==> src/rtl/vtg_pix_streamer.sv <==
// Raster timing generator: turns a ready/valid pixel stream into a di/de/hs/vs
// video bus with programmable active size and blanking, latched per frame.
module vtg_pix_streamer #(
  parameter int DW = 24,
  parameter int XW = 12,
  parameter int YW = 12
) (
  input  logic          clk,
  input  logic          rst_n,
  input  logic          en,
  input  logic [XW-1:0] cfg_w,
  input  logic [YW-1:0] cfg_h,
  input  logic [7:0]    cfg_hb,
  input  logic [15:0]   cfg_vb,
  input  logic [DW-1:0] s_data,
  input  logic          s_valid,
  output logic          s_ready,
  output logic [DW-1:0] di_o,
  output logic          de_o,
  output logic          hs_o,
  output logic          vs_o,
  output logic          frame_done,
  output logic          cfg_err,
  output logic [15:0]   frame_cnt
);

  typedef enum logic [1:0] {IDLE, ACTIVE, HBLANK, VBLANK} state_t;

  state_t        state_reg, state_next;
  logic [XW-1:0] x_reg, x_next, w_reg, w_next;
  logic [YW-1:0] y_reg, y_next, h_reg, h_next;
  logic [7:0]    hb_reg, hb_next, hb_cnt_reg, hb_cnt_next;
  logic [15:0]   vb_reg, vb_next, vb_cnt_reg, vb_cnt_next;
  logic [DW-1:0] di_reg, di_next;
  logic          de_reg, de_next;
  logic          hs_reg, hs_next;
  logic          vs_reg, vs_next;
  logic          done_reg, done_next;
  logic          err_reg, err_next;
  logic [15:0]   fcnt_reg, fcnt_next;
  logic          start_chk;
  logic          pix_fire;
  logic          last_x;
  logic          last_y;

  assign s_ready  = (state_reg == ACTIVE);
  assign pix_fire = s_valid & s_ready;
  assign last_x   = (x_reg == (w_reg - XW'(1)));
  assign last_y   = (y_reg == (h_reg - YW'(1)));

  always_comb begin
    state_next  = state_reg;
    x_next      = x_reg;
    y_next      = y_reg;
    w_next      = w_reg;
    h_next      = h_reg;
    hb_next     = hb_reg;
    vb_next     = vb_reg;
    hb_cnt_next = hb_cnt_reg;
    vb_cnt_next = vb_cnt_reg;
    di_next     = di_reg;
    de_next     = 1'b0;
    hs_next     = 1'b0;
    vs_next     = 1'b0;
    done_next   = 1'b0;
    err_next    = 1'b0;
    fcnt_next   = fcnt_reg;
    start_chk   = 1'b0;

    case (state_reg)
      IDLE: start_chk = en;

      ACTIVE: begin
        if (pix_fire) begin
          di_next = s_data;
          de_next = 1'b1;
          if (last_x) begin
            x_next = '0;
            if (hb_reg != 8'd0) begin
              state_next  = HBLANK;
              hb_cnt_next = hb_reg - 8'd1;
            end else if (!last_y) begin
              y_next = y_reg + YW'(1);
            end else begin
              state_next  = VBLANK;
              vb_cnt_next = vb_reg;
            end
          end else begin
            x_next = x_reg + XW'(1);
          end
        end
      end

      HBLANK: begin
        hs_next = 1'b1;
        if (hb_cnt_reg == 8'd0) begin
          if (!last_y) begin
            y_next     = y_reg + YW'(1);
            state_next = ACTIVE;
          end else begin
            state_next  = VBLANK;
            vb_cnt_next = vb_reg;
          end
        end else begin
          hb_cnt_next = hb_cnt_reg - 8'd1;
        end
      end

      VBLANK: begin
        // Counter reaching zero is the frame-completion cycle (no vs_o).
        if (vb_cnt_reg != 16'd0) begin
          vs_next     = 1'b1;
          vb_cnt_next = vb_cnt_reg - 16'd1;
        end else begin
          done_next  = 1'b1;
          fcnt_next  = fcnt_reg + 16'd1;
          state_next = IDLE;
          start_chk  = en;
        end
      end

      default: state_next = IDLE;
    endcase

    // Frame start: validate the live config and capture it into the shadows.
    if (start_chk) begin
      if (cfg_w == '0 || cfg_h == '0) begin
        err_next   = 1'b1;
        state_next = IDLE;
      end else begin
        w_next     = cfg_w;
        h_next     = cfg_h;
        hb_next    = cfg_hb;
        vb_next    = cfg_vb;
        x_next     = '0;
        y_next     = '0;
        state_next = ACTIVE;
      end
    end
  end

  always_ff @(posedge clk or negedge rst_n) begin
    if (!rst_n) begin
      state_reg  <= IDLE;
      x_reg      <= '0;
      y_reg      <= '0;
      w_reg      <= '0;
      h_reg      <= '0;
      hb_reg     <= '0;
      vb_reg     <= '0;
      hb_cnt_reg <= '0;
      vb_cnt_reg <= '0;
      di_reg     <= '0;
      de_reg     <= 1'b0;
      hs_reg     <= 1'b0;
      vs_reg     <= 1'b0;
      done_reg   <= 1'b0;
      err_reg    <= 1'b0;
      fcnt_reg   <= '0;
    end else begin
      state_reg  <= state_next;
      x_reg      <= x_next;
      y_reg      <= y_next;
      w_reg      <= w_next;
      h_reg      <= h_next;
      hb_reg     <= hb_next;
      vb_reg     <= vb_next;
      hb_cnt_reg <= hb_cnt_next;
      vb_cnt_reg <= vb_cnt_next;
      di_reg     <= di_next;
      de_reg     <= de_next;
      hs_reg     <= hs_next;
      vs_reg     <= vs_next;
      done_reg   <= done_next;
      err_reg    <= err_next;
      fcnt_reg   <= fcnt_next;
    end
  end

  assign di_o       = di_reg;
  assign de_o       = de_reg;
  assign hs_o       = hs_reg;
  assign vs_o       = vs_reg;
  assign frame_done = done_reg;
  assign cfg_err    = err_reg;
  assign frame_cnt  = fcnt_reg;

endmodule

==> config.mk <==
export PLATFORM = sky130hd
export DESIGN_NAME = vtg_pix_streamer
export DESIGN_NICKNAME = d
export VERILOG_FILES = /design/src/rtl/vtg_pix_streamer.sv
export SDC_FILE = /design/constraint.sdc
export NUM_CORES = 1
export LEC_CHECK = 0
export CORE_MARGIN = 2
export CORE_UTILIZATION = 26
export DETAILED_ROUTE_END_ITERATION = 6
export GPL_TIMING_DRIVEN = 0
export SETUP_SLACK_MARGIN = 0.3
export SYNTH_ARGS = -nofsm -noshare
export SYNTH_HDL_FRONTEND = slang
export SYNTH_SLANG_ARGS = --single-unit
==> constraint.sdc <==
create_clock -name clk -period 4.2 [get_ports clk]
set_input_delay 1.05 -clock clk [delete_from_list [all_inputs] [get_ports clk]]
set_output_delay 1.05 -clock clk [all_outputs]
set_load 0.1 [all_outputs]
==> results.sh <==
export IMPL_cts_htree_levels=4
export IMPL_ys_warnings_count=0
export IMPL_place_congestion=0.846
export IMPL_max_cap_violations=0
export IMPL_nets=1169
export IMPL_endpoint_kind="register"
export IMPL_synthAdderAreaFrac_pct=2.01
export IMPL_avgRoutedWirePerCell_um=15.6
export IMPL_antenna_found_initial=0
export IMPL_status="complete, no violations"
export IMPL_drt_total_wl_um=23200
export IMPL_finClkSkew_ns=0.0182
export IMPL_start_util_pct=26.4
export IMPL_vias=7370
export IMPL_cts_tree="yes"
export IMPL_drive_above_1_share_pct=6.04
export IMPL_leakage_nw=4.55
export IMPL_yosysSeqAreaShare_pct=44.1
export IMPL_cp_required_ns=4.53
export IMPL_setup_worst_path_start_class="register"
export IMPL_synthSimpleGateAreaFrac_pct=29.6
export IMPL_synth_compound_area_share_pct=13.3
export IMPL_clockBufferDepth=2
export IMPL_r2r_end="y_reg[4]$_DFF_PN0_"
export IMPL_synth_edff_count=0
export IMPL_cts_root_buf="clkbuf_16"
export IMPL_worst_path_max_fanout=10
export IMPL_timing_fmax_mhz=275
export IMPL_ys_seq_elements=143
export IMPL_grt_first_pass_wirelength_um=37800
export IMPL_cts_setup_buffers=0
export IMPL_tightest_slew_ns=1.01
export IMPL_syn_area_per_cell_um2=8.63
export IMPL_use_met3_pct=2.63
export IMPL_finalCritPeriodShare_pct=86.6
export IMPL_cts_resized=0
export IMPL_cts_sinks=143
export IMPL_hold_end="vb_reg[5]$_DFFE_PN0P_"
export IMPL_cts_hold_buf=0
export IMPL_setup_viol=0
export IMPL_crit_arrival_ns=3.96
export IMPL_gr_usage_all_layers_pct=14.3
export IMPL_ys_flop_type="dfrtp_1"
export IMPL_synth_cell_types=75
export IMPL_ir_drop_mv=0.215
export IMPL_utilization_pct=34.0
export IMPL_drt_initial_drc_count=640
export IMPL_finalHoldViolations=0
export IMPL_fin_cells=1489
export IMPL_mostFrequentLayoutCells="nand2_1, dfrtp_1, clkdlybuf4s50_1, nor2_1, clkbuf_1"
export IMPL_cts_buffers=17
export IMPL_post_route_min_period_ns=3.64
export IMPL_slew_viol_final=0
export IMPL_holdPathStages=2
export IMPL_io_pins=122
export IMPL_place_inst=1457
export IMPL_drcViolationCount=0
export IMPL_powerDensity_mw_per_mm2=330
export IMPL_synth_top_family_by_area="simple AND/OR/NAND/NOR gates"
export IMPL_hold_start="vb_reg[5]$_DFFE_PN0P_"
export IMPL_use_met2_pct=22.9
export IMPL_muxShareOfSynthArea_pct=1.84
export IMPL_die_area_mm2=0.0326
export IMPL_hold_ws_ns=0.476
export IMPL_grt_busiest_layer="met2"
export IMPL_use_met1_pct=19.0
export IMPL_synthXorXnorAreaFrac_pct=5.72
export IMPL_cp_slowest_stage_delay_ns=0.50
export IMPL_worst_setup_path_type="reg2reg"
export IMPL_r2r_slack_ns=0.56
export IMPL_worstSkewPairLatency_ns=0.44
export IMPL_area_growth_pct=28.6
export IMPL_layout_commonest_cell="nand2_1"
export IMPL_dp_hpwl_um=16900
export IMPL_async_flop_share_pct=100
export IMPL_crit_chain="inv_1 > ha_1 > nor4b_1 > nand3b_1 > and3_1 > o2111ai_2 > nor3_2 > a31oi_2 > clkbuf_1 > nor2_1 > a311oi_1"
export IMPL_grt_pass1_vias=7177
export IMPL_syn_inst=940
export IMPL_die_height_um=181
export IMPL_yosysTopAreaCellShare_pct=44.1
export IMPL_num_antenna_cells=0
export IMPL_drt_first_pass_iters=6
export IMPL_maxSlewHeadroom_pct=32.3
export IMPL_hold_path_class="reg2reg"
export IMPL_synth_area_leaders="dfrtp_1, nand2_1, xnor2_1"
export IMPL_core_area_mm2=0.0307
export IMPL_cp_slowest_cell="clkbuf_1"
export IMPL_grt_max_degree=93
export IMPL_viasPerCell=4.95
export IMPL_synth_area_leader_cell="dfrtp_1"
export IMPL_rows=64
export IMPL_r2r_cells=11
export IMPL_chipWidth_um=181
export IMPL_netlist_area_mm2=0.00811
export IMPL_largest_reg_flops=24
export IMPL_io_buffers=120
export IMPL_ant_nets=0
export IMPL_clk_pin_slew_worst_paths_ns=0.07
export IMPL_overflow=0
export IMPL_final_setup_tns_ns=0
export IMPL_syn_nets=1029
export IMPL_rsz0062_at_grt="false"
export IMPL_r2r_start="w_reg[0]$_DFFE_PN0P_"
-- per-stage QoR --
| stage | setup slack [ns] | area [um^2] | total power, mW |
|---|---|---|---|
| after floorplan | 1.07 | 8110 | 1.75 |
| after global placement | -4.06 | 9810 | 1.93 |
| after detailed placement | 0.469 | 9840 | 1.94 |
| after CTS | 0.431 | 10400 | 3.47 |
| after global routing | 0.314 | 10400 | 3.57 |
| final | 0.562 | 10400 | 3.44 |
-- metal layers --
metal  up-vias  share of wire (%)
li1       3581                  -
met1      3573                 46
met2       187                 47
met3        29                4.1
met4         0                2.6
met5         -                  0
-- power breakdown --
part,internal [mW],leakage [nW],switching (mW)
clock network,0.801,0.287,0.727
registers,1.42,1.86,0.0401
logic,0.160,2.41,0.289
-- worst max path at each step --
stage,slack (ns),start,end
finish,0.56,w_reg[0]$_DFFE_PN0P_,y_reg[4]$_DFF_PN0_
global route,0.31,w_reg[0]$_DFFE_PN0P_,y_reg[4]$_DFF_PN0_
CTS,0.43,h_reg[3]$_DFFE_PN0P_,vb_cnt_reg[5]$_DFFE_PN0P_
detailed placement,0.47,h_reg[3]$_DFFE_PN0P_,vb_cnt_reg[5]$_DFFE_PN0P_
global placement,-4.06,rst_n,frame_cnt[11]$_DFFE_PN0P_
floorplan,1.07,h_reg[2]$_DFFE_PN0P_,y_reg[10]$_DFF_PN0_
-- Yosys cell counts (all sizes together) (9+ instances only) --
cell,count
a2bb2oi,12
nand2b,9
clkbuf,41
xor2,20
o21ai,36
nor4,16
buf,9
a211oi,11
inv,19
and3,14
or3,15
dfrtp,143
nor2,46
ha,13
mux2i,10
nor3,28
nand4,19
and2,16
nand2,259
a21oi,18
xnor2,33
nand3,33
-- layout make-up --
type	count	area, um^2
buffer	50	209
clock buffer	17	425
clock inverter	15	160
fill	3132	20200
inverter	19	71.3
multi-input combinational	728	4260
sequential	143	3580
tap	396	495
timing repair buffer	121	1230
-- cell families after synthesis --
group / count (synthesis)
AND/OR/NAND/NOR: 500
AO/OA/AOI/OAI: 148
flip-flops: 143
buffers and inverters: 69
XOR/XNOR: 53
multiplexers: 14
adder cells (fa/ha/maj): 13
-- worst max-delay path: cells and delay by family (launching register included) --
| kind | cells | cell delay [ns] |
|---|---|---|
| AO/OA/AOI/OAI | 3 | 1.09 |
| adder cells (fa/ha/maj) | 1 | 0.25 |
| buffers and inverters | 2 | 0.60 |
| flip-flops | 1 | 0.44 |
| AND/OR/NAND/NOR | 5 | 1.15 |
Power figures use the tool's default switching activity.
